`config.mk`:
```
export PLATFORM = sky130hd
export DESIGN_NAME = subtractor_serial_16b
export DESIGN_NICKNAME = d
export VERILOG_FILES = /design/src/rtl/subtractor_serial_pkg.sv /design/src/rtl/subtractor_digit.sv /design/src/rtl/subtractor_serial_16b.sv
export SDC_FILE = /design/constraint.sdc
export NUM_CORES = 1
export LEC_CHECK = 0
export CELL_PAD_IN_SITES_DETAIL_PLACEMENT = 1
export CELL_PAD_IN_SITES_GLOBAL_PLACEMENT = 2
export CORE_UTILIZATION = 35
export CTS_CLUSTER_SIZE = 24
export DETAILED_ROUTE_END_ITERATION = 10
export HOLD_SLACK_MARGIN = 0.12
export PLACE_DENSITY_LB_ADDON = 0.2
export SLEW_MARGIN = 15
export SYNTH_ARGS = -nofsm -noshare
export SYNTH_HDL_FRONTEND = slang
export SYNTH_SLANG_ARGS = --single-unit
```
`constraint.sdc`:
```
create_clock -name clk -period 8.8 [get_ports clk]
set_clock_uncertainty 0.05 [all_clocks]
set_input_delay 1.76 -clock clk [delete_from_list [all_inputs] [get_ports clk]]
set_output_delay 1.76 -clock clk [all_outputs]
set_load 0.01 [all_outputs]
```
`src/rtl/subtractor_serial_pkg.sv`:
```
// Shared definitions for the digit-serial 16-bit subtractor.
// Holds the FSM state type and the digit-counter width helper.
package subtractor_serial_pkg;

    localparam int DATA_W = 16;

    typedef enum logic [1:0] {
        IDLE = 2'd0,
        CALC = 2'd1,
        DONE = 2'd2
    } state_t;

    // Width of a counter that must hold 0 .. digits-1; never narrower than one bit.
    function automatic int cntWidth(input int digits);
        return (digits <= 1) ? 1 : $clog2(digits);
    endfunction

endpackage

```
`src/rtl/subtractor_digit.sv`:
```
// Combinational W-bit ripple subtractor with borrow-in and borrow-out.
// Computes i_a - i_b - i_bin one bit at a time, LSB first.
module subtractor_digit #(
    parameter int W = 4
) (
    input  logic [W-1:0] i_a,
    input  logic [W-1:0] i_b,
    input  logic         i_bin,
    output logic [W-1:0] o_diff,
    output logic         o_bout
);

    logic [W:0] w_borrow;

    // Full-subtractor chain: each bit borrows when a < b + borrow-in.
    always_comb begin
        w_borrow    = '0;
        o_diff      = '0;
        w_borrow[0] = i_bin;
        for (int i = 0; i < W; i++) begin
            o_diff[i]       = i_a[i] ^ i_b[i] ^ w_borrow[i];
            w_borrow[i + 1] = (~i_a[i] & i_b[i]) | (~i_a[i] & w_borrow[i]) | (i_b[i] & w_borrow[i]);
        end
    end

    assign o_bout = w_borrow[W];

endmodule

```
`src/rtl/subtractor_serial_16b.sv`:
```
// Digit-serial 16-bit subtractor: diff = (in0 - in1 - bin) mod 2^16.
// One DIGIT_W-bit digit is processed per cycle, LSB digit first, with a
// valid/ready handshake on both the operand and result sides.
// Optional feature: define SUBTRACTOR_SERIAL_16B_OVF_EN to compile in
// two's-complement overflow detection on ovf; otherwise ovf is tied to 0.
module subtractor_serial_16b
    import subtractor_serial_pkg::*;
#(
    parameter int DIGIT_W = 4
) (
    input  logic        clk,
    input  logic        rst_n,
    input  logic        in_val,
    output logic        in_rdy,
    input  logic [15:0] in0,
    input  logic [15:0] in1,
    input  logic        bin,
    output logic        out_val,
    input  logic        out_rdy,
    output logic [15:0] diff,
    output logic        bout,
    output logic        ovf
);

    localparam int N     = (DIGIT_W > 0) ? (DATA_W / DIGIT_W) : 1;
    localparam int CNT_W = cntWidth(N);
    localparam logic [CNT_W-1:0] LAST_DIGIT = CNT_W'(N - 1);
    localparam logic [CNT_W-1:0] CNT_ONE    = CNT_W'(1);

    // Only digit widths that tile the 16-bit word exactly are meaningful.
    generate
        if (DIGIT_W < 1 || DIGIT_W > DATA_W || (DATA_W % DIGIT_W) != 0) begin : g_badDigitW
            $error("subtractor_serial_16b: DIGIT_W must divide 16 (1, 2, 4, 8 or 16)");
        end
    endgenerate

    state_t             r_state;
    logic               r_inRdy;
    logic               r_outVal;
    logic [15:0]        r_opA;
    logic [15:0]        r_opB;
    logic               r_borrow;
    logic [CNT_W-1:0]   r_cnt;
    logic [15:0]        r_work;
    logic [15:0]        r_diff;
    logic               r_bout;

    logic [3:0]         w_base;
    logic [DIGIT_W-1:0] w_digA;
    logic [DIGIT_W-1:0] w_digB;
    logic [DIGIT_W-1:0] w_digDiff;
    logic               w_digBout;
    logic [15:0]        w_merged;

    assign w_base = 4'(int'(r_cnt) * DIGIT_W);
    assign w_digA = r_opA[w_base +: DIGIT_W];
    assign w_digB = r_opB[w_base +: DIGIT_W];

    subtractor_digit #(
        .W (DIGIT_W)
    ) u_digit (
        .i_a    (w_digA),
        .i_b    (w_digB),
        .i_bin  (r_borrow),
        .o_diff (w_digDiff),
        .o_bout (w_digBout)
    );

    // Partial result with the digit being computed this cycle dropped into place.
    always_comb begin
        w_merged = r_work;
        w_merged[w_base +: DIGIT_W] = w_digDiff;
    end

    // Handshake FSM plus serial datapath; outputs only change at acceptance end-of-CALC.
    always_ff @(posedge clk) begin
        if (!rst_n) begin
            r_state  <= IDLE;
            r_inRdy  <= 1'b0;
            r_outVal <= 1'b0;
            r_opA    <= '0;
            r_opB    <= '0;
            r_borrow <= 1'b0;
            r_cnt    <= '0;
            r_work   <= '0;
            r_diff   <= '0;
            r_bout   <= 1'b0;
        end else begin
            case (r_state)
                IDLE: begin
                    r_inRdy <= 1'b1;
                    if (in_val && r_inRdy) begin
                        r_opA    <= in0;
                        r_opB    <= in1;
                        r_borrow <= bin;
                        r_cnt    <= '0;
                        r_work   <= '0;
                        r_inRdy  <= 1'b0;
                        r_state  <= CALC;
                    end
                end
                CALC: begin
                    r_work   <= w_merged;
                    r_borrow <= w_digBout;
                    r_cnt    <= r_cnt + CNT_ONE;
                    if (r_cnt == LAST_DIGIT) begin
                        r_diff   <= w_merged;
                        r_bout   <= w_digBout;
                        r_outVal <= 1'b1;
                        r_state  <= DONE;
                    end
                end
                DONE: begin
                    if (out_rdy) begin
                        r_outVal <= 1'b0;
                        r_inRdy  <= 1'b1;
                        r_state  <= IDLE;
                    end
                end
                default: begin
                    r_inRdy  <= 1'b0;
                    r_outVal <= 1'b0;
                    r_state  <= IDLE;
                end
            endcase
        end
    end

`ifdef SUBTRACTOR_SERIAL_16B_OVF_EN
    logic r_ovf;

    // Signed overflow: operand signs differ and the result sign departs from the minuend.
    always_ff @(posedge clk) begin
        if (!rst_n) begin
            r_ovf <= 1'b0;
        end else if (r_state == CALC && r_cnt == LAST_DIGIT) begin
            r_ovf <= (r_opA[15] != r_opB[15]) && (w_merged[15] != r_opA[15]);
        end
    end

    assign ovf = r_ovf;
`else
    assign ovf = 1'b0;
`endif

    assign in_rdy  = r_inRdy;
    assign out_val = r_outVal;
    assign diff    = r_diff;
    assign bout    = r_bout;

endmodule
```
* Word level (Yosys, flattened, before mapping)
Cells that the tools add are included.
** Cells by class
- Equality and inequality tests :: 6
- Add/sub/neg operators :: 2
- Bitwise logic cells :: 34
- Muxes and demuxes :: 17
- Shift-type cells :: 4
- Reductions and logical operators :: 9
** Operators by type and width (count)
- $pmux W16 S2 :: 1
- $shiftx A16 B5 Y4 :: 2
- $bwmux W16 :: 1
- $mux W16 :: 1
- $shift A4 B6 Y16 const A :: 1
- $shiftx A4 B6 Y16 :: 1
- $and A1 B1 Y1 :: 12
- $mux W2 :: 4
- $or A1 B1 Y1 :: 8
- $reduce_and A2 Y1 :: 4
- $xor A1 B1 Y1 :: 8
- $ne A2 B2 Y1 const B :: 3
- $neg A4 Y6 :: 1
- $not A1 Y1 :: 6
- $pmux W1 S3 :: 2
- $pmux W2 S3 :: 1
- $reduce_and A3 Y1 :: 2
- $mux W1 :: 5
- $eq A2 B2 Y1 const B :: 2
- $pmux W2 S2 :: 1
- $add A2 B1 Y2 const B :: 1
- $eq A2 B1 Y1 const B :: 1
- $logic_not A2 Y1 :: 1
- $pmux W1 S2 :: 1
- other kinds (2) :: 2
** Word-level totals
- Register bits after elaboration :: 72
- Output and inout bits :: 20
- Logic and storage cells :: 82
- Input port bits :: 37

* Longest topological paths before layout
- Word-level depth :: 15
- Gate-level depth with buffers :: 12
- Gate-level depth less buffers :: 10

* Modules after synthesis
Synthesis repeated with hierarchy kept, for this count alone.
** Unflattened totals
- Cells, all modules :: 360
- Area, all modules :: 3502.1 um2
** By module, submodules not included
- subtractor_serial_16b :: seq. area each 1441.4 um2, instances 1, cells each 346, area each 3384.5 um2
- subtractor_digit :: seq. area each 0.0 um2, instances 1, cells each 14, area each 117.6 um2

* Least setup slack after synthesis
No wires, ideal clock.
- Kind :: register to register
- Start point :: reg r_cnt[1]
- End point :: reg r_work[15]
- Clock period less this slack :: 3.091 ns
- Data arrival time :: 2.982 ns
- Setup slack :: 5.709 ns
- Required time :: 8.691 ns
- Setup time :: 0.059 ns
- Path buffers :: 1
- Cell stages (with the launch flop) :: 12
- Cells stage by stage :: dfxtp_1 buf_2 mux4_2 inv_1 fa_1 inv_1 fa_1 fa_1 inv_1 fa_1 nor2_1 a22o_1
** On the way
- Cells in the longest elaborated chain, start to end :: 15
- Elaborated cells on any way between the ends :: 33
- Classes of those cells :: add/sub (1); shift (4); mux (2); bitwise (26)
** RTL lines
- start, declared :: line subtractor_serial_16b.sv:43 : logic [CNT_W-1:0] r_cnt;
- start signal, assigned :: line subtractor_serial_16b.sv:105 : r_cnt <= r_cnt + CNT_ONE;
- $shiftx A16 B5 Y4 :: line subtractor_serial_16b.sv:56 : assign w_digA = r_opA[w_base +: DIGIT_W];
- $not A1 Y1 :: line subtractor_digit.sv:22 : w_borrow[i + 1] = (~i_a[i] & i_b[i]) | (~i_a[i] & w_borrow[i]) | (i_b[i] & w_borrow[i]);
- $and A1 B1 Y1 :: line subtractor_digit.sv:22
- $or A1 B1 Y1 (2 in a row) :: line subtractor_digit.sv:22
- $and A1 B1 Y1 :: line subtractor_digit.sv:22
- $or A1 B1 Y1 (2 in a row) :: line subtractor_digit.sv:22
- $and A1 B1 Y1 :: line subtractor_digit.sv:22
- $or A1 B1 Y1 (2 in a row) :: line subtractor_digit.sv:22
- $xor A1 B1 Y1 :: line subtractor_digit.sv:21 : o_diff[i] = i_a[i] ^ i_b[i] ^ w_borrow[i];
- $shiftx A4 B6 Y16 :: line subtractor_serial_16b.sv:72 : w_merged[w_base +: DIGIT_W] = w_digDiff;
- $bwmux W16 (*) :: line subtractor_serial_16b.sv:72
- $pmux W16 S2 (*) :: line subtractor_serial_16b.sv:89 : case (r_state)
- end signal, assigned :: line subtractor_serial_16b.sv:103 : r_work <= w_merged;
- end, declared :: line subtractor_serial_16b.sv:44 : logic [15:0] r_work;
Every way passes the cells marked *; elsewhere a longest branch is shown, timed or not.
A chain may end at the register's enable or synchronous reset.

* Worst setup path after layout
Ends and elaborated chain as after synthesis.

==> impl_metrics.toml <==
[global_routing]
grt_first_pass_wirelength_um = 13450
track_usage_pct = 17.80
grt_overflow = 0
vias_in_the_first_global_route = 2633
grt_antenna_before_repair = 0
grt_max_degree = 65

[synthesis]
largest_family_of_logic_cells_by_synthesized_area = "compound AO/OA/AOI/OAI gates"
synth.yosys.warnings = 0
synth_sequential_area_ratio_pct = 43.39
synth_fp_nets = 389
ys_ff_latch = 72
postSynthAreaPerCell_um2 = 9.713
synth_compound_area_share_pct = 22.75
mappedNetlistArea_um2 = 3322
ys.flop_type = "dfxtp_1"
arithmetic_cell_share_of_the_synthesized_area_counting_full_adders_half_adders_and_majority_gates_pct = 4.670
synthArstFlopShare_pct = 0
fraction_of_the_mapped_netlist_area_in_simple_logic_gates_pct = 16.12
synthMuxAreaShare_pct = 5.725
synthDistinctLibCells = 38
synth-edff-count = 0
syn-instance-count = 342
synth_xor_xnor_area_share_pct = 0

[worst_setup_path]
cp.buffers_inverters = 3
timing.critical_path.slowest_stage_cell = "dfxtp_1"
worstSetupEndpointType = "register"
timing.critical_path.from_type = "register"
crit_family = "adder cells"
worstPathArrival_ps = 3770
crit_path_start = "r_cnt[1]"
critPathMaxStageDelay_ps = 720
critical_path.cell_chain = "mux4_2 > inv_1 > fa_1 > inv_1 > fa_1 > fa_1 > inv_1 > fa_1 > nor2_1 > a22o_1"
critical-path-top-cell-by-count = "fa_1"
required_ps = 9040
worst_r2r_startpoint = "r_cnt[1]"
critical_path_class = "reg -> reg"
timing.critical_path.fanout_max = 13

[sta]
setup_viols_final = 0
period_minus_slack_ps = 3524
finalHoldViolCount = 0
timing.fmax_ghz = 0.2838
final_min_period_over_clock_period_pct = 40.04
unrepaired_setup_endpoints_after_global_routing = "no"
setup_total_negative_slack_ps = 0
relSlewSlack_pct = 31.52
slew_viol_final = 0
tightestPinTransition_ps = 1027

[min_path]
hp-start = "r_opB[0]"
hold_path.class = "reg -> reg"

[clock_network]
ctsRootBufferMaster = "clkbuf_8"
clk_transition_reported_paths_ps = 80
cts-htree-levels = 3
post_cts_resized = 0
worstSkewPairLatency_ps = 350
cts_max_path_buffers = 2
cts_setup_buffers = 0
tritoncts = "built"
cts-buffers-inserted = 9
tritoncts_num_sinks = 72
cts_hold_buffers = 0

[cells_and_area]
antenna-diode-count = 0
area_growth_pct = 22.90
fillers = 1065
stdcell_count = 503
area.sequential_um2 = 1441
multiInputGateArea_um2 = 1640
layout_commonest_cell = "dfxtp_1"
most-common-layout-cells = "dfxtp_1, nand2_1, clkdlybuf4s50_1"
drive_above_1_share_pct = 8.929
finalNetCount = 434
final_cell_area_excluding_filler_cells_um2 = 4083

[status]
run_status = "completed"

[die]
fp-row-count = 35
initial_core_utilization_pct = 36.12
chipWidth_um = 99.43
design.portCount = 57
die_height_um = 99.43
design.die.area_um2 = 9885
core_box_area_um2 = 9196

[placed_design]
port_buffers = 55
post-place-cells = 487
placed_cell_area_um2 = 3852
finalWeightedCongestion = 0.7170
dp_hpwl_um = 5500

[power_and_ir_drop]
vdd_ir_drop_max_uv = 88.98
leakage_nw = 1.523
power.density_cell_area_nw_per_um2 = 181.1

[routing]
routed_via_density = 5.145
dr_total_vias = 2588
residual_antenna_violating_net_count_after_detailed_routing = 0
first_pass_iters = 4
detail_route.wl_per_cell_um = 16.08
routed_wl_um = 8089
detailedRoute.firstIterationViolations = 79
drt_drc_violations_left = 0

[flow_run]
max_cap_viol_count = 0
==> synthesized netlist by cell type, drive strengths merged, types with 2 or more instances <==
| cell type | instances | share of area (%) |
|---|---|---|
| dfxtp | 72 | 43 |
| nand2 | 69 | 7.8 |
| a21boi | 34 | 7.7 |
| buf | 20 | 4.9 |
| a21oi | 18 | 2.7 |
| inv | 17 | 1.9 |
| nor2b | 10 | 1.9 |
| o21ai | 10 | 1.5 |
| o2bb2ai | 9 | 2.4 |
| a22o | 8 | 2.1 |
| mux4 | 8 | 5.4 |
| o211a | 8 | 2.4 |
| o221ai | 8 | 2.1 |
| ha | 6 | 2.3 |
| nor2 | 5 | 0.57 |
| a31o | 4 | 1.1 |
| and4bb | 4 | 1.5 |
| clkbuf | 4 | 0.45 |
| fa | 4 | 2.4 |
| nand3 | 4 | 0.60 |
| nand4bb | 4 | 1.4 |
| and2 | 3 | 0.57 |
| nand3b | 2 | 0.45 |
==> path summary, 6_finish.rpt <==
path,to,slack (ps),cells after the start
setup / recovery,r_work[15],5280,10
setup reg to reg,r_work[15],5280,10
hold / removal,r_opB[0],400,2
hold reg to reg,r_opB[0],400,2
==> layout make-up <==
type	count	area share, %
clock inverters	5	1.931
repair buffers	58	13.91
inverters	17	1.563
multi-input cells	229	40.18
well taps	111	3.402
flip-flops and latches	72	35.30
clock buffers	11	3.708
==> kinds of logic after synthesis <==
family,after synthesis
other,1
muxes,9
DFF,72
AOI/OAI and AO/OA,102
adders and majority gates,10
and+or+nand+nor,107
buffers and inverters,41
==> where the power goes <==
group          total [W]  switching [W]  internal, W  leakage [nW]
clock network   0.000301       0.000126     0.000175         0.119
logic          0.0000928      0.0000491    0.0000437         0.820
registers       0.000346      0.0000101     0.000336         0.583
total           0.000739       0.000185     0.000554          1.52
==> sequential cells by signal (all words and copies together) (netlist names) <==
register / cells
diff: 16
r_opA: 16
r_opB: 16
r_work: 16
r_cnt: 2
r_state: 2
bout: 1
in_rdy: 1
out_val: 1
r_borrow: 1
==> worst min-delay path, cell delays in order, from the launching register on <==
cell	delay, ps
dfxtp_1	310
nand2_1	50
a21boi_1	50
==> metal layers <==
metal / routed length (µm) / track usage, % / share of wire (%) / vias to the layer above
met1: 3883 / 22.42 / 48 / 1240
met4: 81 / 5.769 / 1.0 / 0
met3: 241 / 4.216 / 3.0 / 7
li1: - / - / - / 1293
met5: 0 / 0 / 0 / -
met2: 3881 / 30.07 / 48 / 48
==> per-stage QoR <==
| step | hold WS (ps) | power, W | util (%) | setup WS, ps |
|---|---|---|---|---|
| 2_1_floorplan | 374.7 | 0.0004101 | - | 5709 |
| 4_1_cts | 407.4 | 0.0007472 | 44.39 | 5248 |
| 6_report | 403.1 | 0.0007393 | 44.39 | 5276 |
| 5_1_grt | 422.7 | 0.0007731 | 44.39 | 5006 |
| 3_5_place_dp | 395.2 | 0.0004467 | 41.89 | 5244 |
| 3_3_place_gp | 388.2 | 0.0004456 | 41.89 | 5373 |
Power figures use the tool's default switching activity.
